File: config.mk
export PLATFORM = sky130hd
export DESIGN_NAME = sha_cand_sched
export DESIGN_NICKNAME = d
export VERILOG_FILES = /design/src/rtl/sha_ctrl_pkg.sv /design/src/rtl/cand_odometer.sv /design/src/rtl/sha_cand_sched.sv
export SDC_FILE = /design/constraint.sdc
export NUM_CORES = 2
export LEC_CHECK = 0
export ABC_AREA = 0
export BUFFER_PORTS_ARGS = -buffer_cell sky130_fd_sc_hd__buf_2
export CORE_MARGIN = 2
export CORE_UTILIZATION = 40
export CTS_CLUSTER_DIAMETER = 50
export DETAILED_ROUTE_END_ITERATION = 10
export GPL_TIMING_DRIVEN = 0
export PLACE_DENSITY = 0.68
export SETUP_SLACK_MARGIN = 0.3
export SLEW_MARGIN = 15
export SYNTH_ARGS = -nofsm -noshare
export SYNTH_HDL_FRONTEND = slang
export SYNTH_SLANG_ARGS = --single-unit
export TNS_END_PERCENT = 100
File: constraint.sdc
create_clock -name clk -period 30.9 [get_ports clk]
set_clock_uncertainty 0.15 [all_clocks]
set_input_delay 7.725 -clock clk [delete_from_list [all_inputs] [get_ports clk]]
set_output_delay 7.725 -clock clk [all_outputs]
set_load 0.1 [all_outputs]
File: src/rtl/sha_ctrl_pkg.sv
// Shared constants and FSM state type for the SHA-256 candidate scheduler.
// The watchdog constants are only used when SHA_WDOG_EN is defined.
package sha_ctrl_pkg;

  localparam int         DIGEST_W     = 256;
  localparam int         MAX_LEN      = 4;
  localparam logic [7:0] CHARSET_BASE = 8'h61;
  localparam int         CHARSET_SIZE = 26;
  localparam logic [7:0] CHARSET_LAST = 8'(int'(CHARSET_BASE) + CHARSET_SIZE - 1);
  localparam int         CNT_W        = 32;
  localparam int         WDOG_CYCLES  = 256;
  localparam int         WDOG_W       = (WDOG_CYCLES > 1) ? $clog2(WDOG_CYCLES) : 1;

  typedef enum logic [2:0] {
    S_IDLE,
    S_CLEAR,
    S_FEED,
    S_WAIT,
    S_CHECK,
    S_NEXT,
    S_DONE
  } state_t;

endpackage

File: src/rtl/cand_odometer.sv
// Base-CHARSET_SIZE odometer over character bytes; byte len-1 is the fastest digit.
// Bytes at or above the active length are held at zero.
module cand_odometer
  import sha_ctrl_pkg::*;
(
  input  logic                    clk,
  input  logic                    rst,
  input  logic                    load,
  input  logic                    inc,
  input  logic [2:0]              pw_len,
  output logic [MAX_LEN-1:0][7:0] cand,
  output logic                    last
);

  logic [2:0]              len_q;
  logic [MAX_LEN-1:0][7:0] cand_inc;

  // Ripple the carry from the fastest digit toward byte 0.
  always_comb begin
    logic carry;
    cand_inc = cand;
    carry    = 1'b1;
    for (int i = MAX_LEN - 1; i >= 0; i--) begin
      if (carry && (i < int'(len_q))) begin
        if (cand[i] == CHARSET_LAST) begin
          cand_inc[i] = CHARSET_BASE;
        end else begin
          cand_inc[i] = cand[i] + 8'd1;
          carry       = 1'b0;
        end
      end
    end
  end

  always_comb begin
    last = 1'b1;
    for (int i = 0; i < MAX_LEN; i++) begin
      if ((i < int'(len_q)) && (cand[i] != CHARSET_LAST)) last = 1'b0;
    end
  end

  always_ff @(posedge clk or posedge rst) begin
    if (rst) begin
      cand  <= '0;
      len_q <= '0;
    end else if (load) begin
      len_q <= pw_len;
      for (int i = 0; i < MAX_LEN; i++) begin
        cand[i] <= (i < int'(pw_len)) ? CHARSET_BASE : 8'h00;
      end
    end else if (inc) begin
      cand <= cand_inc;
    end
  end

endmodule

File: src/rtl/sha_cand_sched.sv
// Brute-force candidate scheduler streaming fixed-length candidates into one SHA-256 core.
// Optional core-hang watchdog is enabled by defining SHA_WDOG_EN.
module sha_cand_sched
  import sha_ctrl_pkg::*;
(
  input  logic                   clk,
  input  logic                   rst,
  input  logic                   start,
  input  logic [2:0]             pw_len,
  input  logic [DIGEST_W-1:0]    target_hash,
  output logic                   core_rst_n,
  output logic                   core_byte_rdy,
  output logic                   core_byte_stop,
  output logic [7:0]             core_data,
  input  logic [DIGEST_W-1:0]    core_digest,
  input  logic                   core_done,
  output logic                   busy,
  output logic                   found,
  output logic                   exhausted,
  output logic [8*MAX_LEN-1:0]   match_pw,
  output logic [CNT_W-1:0]       cand_count,
  output logic                   wdog_err
);

  localparam int IDX_W = (MAX_LEN > 1) ? $clog2(MAX_LEN) : 1;

  state_t                  state;
  logic [2:0]              len_q;
  logic [2:0]              idx;
  logic [DIGEST_W-1:0]     target_q;
  logic [DIGEST_W-1:0]     digest_q;
  logic [MAX_LEN-1:0][7:0] cand;
  logic                    cand_last;
  logic                    start_ok;
  logic                    odo_load;
  logic                    odo_inc;

  assign start_ok = start && (pw_len != 3'd0) && (int'(pw_len) <= MAX_LEN);
  assign odo_load = start_ok && ((state == S_IDLE) || (state == S_DONE));
  assign odo_inc  = (state == S_NEXT);

  cand_odometer u_odometer (
    .clk    (clk),
    .rst    (rst),
    .load   (odo_load),
    .inc    (odo_inc),
    .pw_len (pw_len),
    .cand   (cand),
    .last   (cand_last)
  );

`ifdef SHA_WDOG_EN
  logic [WDOG_W-1:0] wdog_cnt;
`else
  assign wdog_err = 1'b0;
`endif

  // idx always points at the next byte to present, so FEED lasts exactly len_q cycles.
  always_ff @(posedge clk or posedge rst) begin
    if (rst) begin
      state          <= S_IDLE;
      len_q          <= '0;
      idx            <= '0;
      target_q       <= '0;
      digest_q       <= '0;
      core_rst_n     <= 1'b1;
      core_byte_rdy  <= 1'b0;
      core_byte_stop <= 1'b0;
      core_data      <= '0;
      busy           <= 1'b0;
      found          <= 1'b0;
      exhausted      <= 1'b0;
      match_pw       <= '0;
      cand_count     <= '0;
`ifdef SHA_WDOG_EN
      wdog_cnt       <= '0;
      wdog_err       <= 1'b0;
`endif
    end else begin
      case (state)
        S_IDLE, S_DONE: begin
          if (start_ok) begin
            len_q      <= pw_len;
            target_q   <= target_hash;
            found      <= 1'b0;
            exhausted  <= 1'b0;
            match_pw   <= '0;
            cand_count <= '0;
            busy       <= 1'b1;
            core_rst_n <= 1'b0;
            state      <= S_CLEAR;
`ifdef SHA_WDOG_EN
            wdog_err   <= 1'b0;
`endif
          end
        end
        S_CLEAR: begin
          core_rst_n    <= 1'b1;
          core_byte_rdy <= 1'b1;
          core_data     <= cand[0];
          idx           <= 3'd1;
          state         <= S_FEED;
        end
        S_FEED: begin
          if (idx == len_q) begin
            core_byte_rdy  <= 1'b0;
            core_byte_stop <= 1'b1;
            state          <= S_WAIT;
`ifdef SHA_WDOG_EN
            wdog_cnt       <= '0;
`endif
          end else begin
            core_data <= cand[idx[IDX_W-1:0]];
            idx       <= idx + 3'd1;
          end
        end
        S_WAIT: begin
          if (core_done) begin
            digest_q       <= core_digest;
            core_byte_stop <= 1'b0;
            state          <= S_CHECK;
          end
`ifdef SHA_WDOG_EN
          else if (wdog_cnt == WDOG_W'(WDOG_CYCLES - 1)) begin
            wdog_err       <= 1'b1;
            core_byte_stop <= 1'b0;
            busy           <= 1'b0;
            state          <= S_DONE;
          end else begin
            wdog_cnt <= wdog_cnt + 1'b1;
          end
`endif
        end
        S_CHECK: begin
          if (cand_count != '1) cand_count <= cand_count + CNT_W'(1);
          if (digest_q == target_q) begin
            found    <= 1'b1;
            match_pw <= cand;
            busy     <= 1'b0;
            state    <= S_DONE;
          end else if (cand_last) begin
            exhausted <= 1'b1;
            busy      <= 1'b0;
            state     <= S_DONE;
          end else begin
            state <= S_NEXT;
          end
        end
        S_NEXT: begin
          core_rst_n <= 1'b0;
          state      <= S_CLEAR;
        end
        default: state <= S_IDLE;
      endcase
    end
  end

endmodule

==> flow_summary.yaml <==
run_status:
  outcome: "finished, final reports clean"
setup_path:
  critPathMaxStageDelay_ns: 0.88
  cp_data_arrival_time_ns: 10.85
  path_buf_inv: 3
  r2r-start: "target_q[243]$_DFFE_PP0P_"
  critPathLaunchType: "input port"
  crit_chain: "buf_2 -> o21ai_1 -> nand3_1 -> nor4_2 -> clkbuf_1 -> clkbuf_1 -> nand2_1 -> nand2_1"
  worst_ep_required_time_ns: 31.32
  critPathKind: "in -> reg"
  endpoint_kind: "register"
  critPathSlowestCell: "clkbuf_1"
  timing.critical_path.from: "pw_len[1]"
  cp_top_family: "buffers and inverters"
  critical_path.max_fanout: 10
route:
  routed_wl_mm: 106
  drc: 0
  avgRoutedWirePerCell_um: 24.3
  first_iter_violations: 1827
  vias_per_cell: 5.18
  final_antenna_net_count: 0
  dr.pass1.iters: 6
  vias: 22621
placement:
  place_congestion: 0.946
  port_buffers: 596
  post-place-ws_ns: 19.37
  hpwl_mm: 81.2
  dp.cells: 4190
cts:
  post_cts.repair.setup_buffers: 0
  cts_resized: 0
  max-clock-path-buffers: 3
  clock_latency_ns: 0.63
  cts_buffers: 78
  h-tree-depth: 3
  clock-sinks: 631
  cts_tree: "done"
  clkSlewWorstSetupHoldPaths_ns: 0.06
  ctsHoldBuffers: 0
  cts_root_buf: "clkbuf_16"
die:
  core_area_mm2: 0.0697
  chipWidth_um: 269
  die_area_mm2: 0.0722
  start_util_pct: 40.2
  fp.dieH_um: 269
  row_count: 97
  io_pins: 598
logic_synthesis:
  post-synth-top-count-cell: "nand2_1"
  syn_nets: 3176
  syn-instance-count: 2647
  synth_commonest_cells: "nand2_1 (835), dfrtp_1 (630), xor2_1 (267)"
  synth.top_cell.area_share_pct: 56.3
  synth.distinct_cells: 63
  yosys.area.top_type: "dfrtp_1"
  ys_seq_elements: 631
  syn_area_per_cell_um2: 10.6
  ys.flop_type: "dfrtp_1"
  synth_edf_count: 0
  syn_area_mm2: 0.0280
  seq_area_frac_synth_pct: 56.4
  ys_warn_count: 0
  synth_area_leaders: "dfrtp_1 (56%), nand2_1 (11%), mux2_2 (10%), xor2_1 (8.3%), nor4_1 (1.7%)"
  async_flop_share_pct: 100
timing:
  rsz0062_at_grt: "no"
  setup_slack_ns: 20.47
  relSlewSlack_pct: 21.3
  maxSlewViolCount: 0
  hold_viol: 0
  worst_pin_slew_ns: 1.18
  fmax_ghz: 0.0958
  setup_violations: 0
  finalSetupTns_ns: 0
  fin_crit_sh_pct: 33.8
  period_minus_slack_ns: 10.43
hold_path:
  hp-start: "core_data[4]$_DFFE_PP0P_"
  hp-class: "reg -> reg"
global_routing:
  grt_pass1_vias: 22253
  gr-total-overflow: 0
  grt_pass1_wl_mm: 149
  antenna_found_initial: 55
  grt_usage_pct: 29.2
  grt_max_degree: 100
power_and_ir_drop:
  leakage_nw: 17.8
  irDropWorstVdd_mv: 0.0568
  p_total_w: 0.00356
  power_per_cell_area_mw_per_mm2: 101
layout:
  syn_to_final_growth_pct: 25.2
  multiInputGateArea_mm2: 0.0116
  nets: 3859
  layout-drive-gt1-share_pct: 30.9
  ff_latch_area_mm2: 0.0158
  fill_cells: 6551
  layoutNonFillerInstCount: 4369
flow_run:
  cap_viol_max_count: 0
-- final cells by class --
cell class	instances	area share, %
Multi-Input combinational cell	1874	33.1
Clock buffer	101	6.12
Buffer	124	1.57
Timing Repair Buffer	603	9.05
Inverter	18	0.214
Clock inverter	40	1.30
Sequential cell	631	45.0
Antenna cell	38	0.271
Tap cell	940	3.35
-- metal layers --
layer | track usage, % | vias up | wire, um
met3 | 6.77 | 228 | 8530
met5 | 0 | - | 258
met1 | 36.4 | 11163 | 41600
met4 | 12.1 | 40 | 4240
met2 | 48.8 | 925 | 51600
li1 | - | 10265 | -
-- state kept, by name, indices dropped and copies added (netlist names), 3 cells and up --
register         cells
idx                  3
target_q           256
digest_q           256
u_odometer.cand     32
match_pw            32
len_q                3
core_data            8
state                3
cand_count          32
-- layout by cell type, fill, tap and decap left out, drive strengths merged, types with 3 or more instances in the layout --
cell and count:
nand2 836, buf 659, dfrtp 630, xor2 267, mux2 257, clkbuf 169, nor4 76, nor2 71
a21oi 53, o21ai 40, diode 38, and3 36, nand3 33, inv 31, nand4 27, a31o 26
clkinv 19, xnor2 18, nor3 17, or3 15, mux2i 15, o22ai 10, ha 10, and4 7
a31oi 5, a311oi 5, o21a 4, and2 4, clkinvlp 4, bufinv 4, or2 4, a211oi 3
nand2b 3, o2111ai 3, a21o 3, nor3b 3
-- cells by family (layout without fill, tap and decap cells) --
| logic type | after synthesis | count (layout) | synth area share [%] |
|---|---|---|---|
| and+or+nand+nor | 1140 | 1140 | 17.3 |
| DFF | 631 | 631 | 56.4 |
| xor gates and xnor gates | 285 | 285 | 8.91 |
| muxes | 272 | 272 | 10.9 |
| AOI/OAI and AO/OA | 166 | 166 | 3.89 |
| buffers and inverters | 142 | 886 | 2.18 |
| adders and majority gates | 10 | 10 | 0.447 |
| other | 1 | 39 | 0.0134 |
-- metrics by stage --
step           instance area (um^2)  hold WS [ns]  util (%)
2_1_floorplan                 28000         0.315         -
4_1_cts                       35000         0.329      50.2
3_3_place_gp                  32200         0.308      46.2
3_5_place_dp                  32400         0.316      46.5
6_report                      35100         0.320      50.4
5_1_grt                       35100         0.357      50.3
-- final timing paths --
path,to,slack [ns],cells after the start
max in group asynchronous,digest_q[37]$_DFFE_PP0P_,21.51,6
setup reg to reg,match_pw[27]$_DFFE_PP0P_,26.88,9
setup / recovery,target_q[175]$_DFFE_PP0P_,20.47,8
hold reg to reg,core_data[4]$_DFFE_PP0P_,0.32,2
min in group asynchronous,target_q[128]$_DFFE_PP0P_,6.97,2
hold / removal,core_data[4]$_DFFE_PP0P_,0.32,2
-- worst register-to-register path: stages, from the launching register on --
cell     delay (ns)
dfrtp_1        0.39
xor2_1         0.17
nor4_1         1.00
nand4_1        0.34
nor4_1         0.73
and4_1         0.40
buf_4          0.20
buf_2          0.26
and3_1         0.22
a31o_1         0.10
-- report_power, final --
group	total, W	switching [W]	internal (W)
logic	0.00120	0.000736	0.000462
clock network	0.000924	0.000389	0.000535
registers	0.00144	0.000258	0.00118
Power figures use the tool's default switching activity.
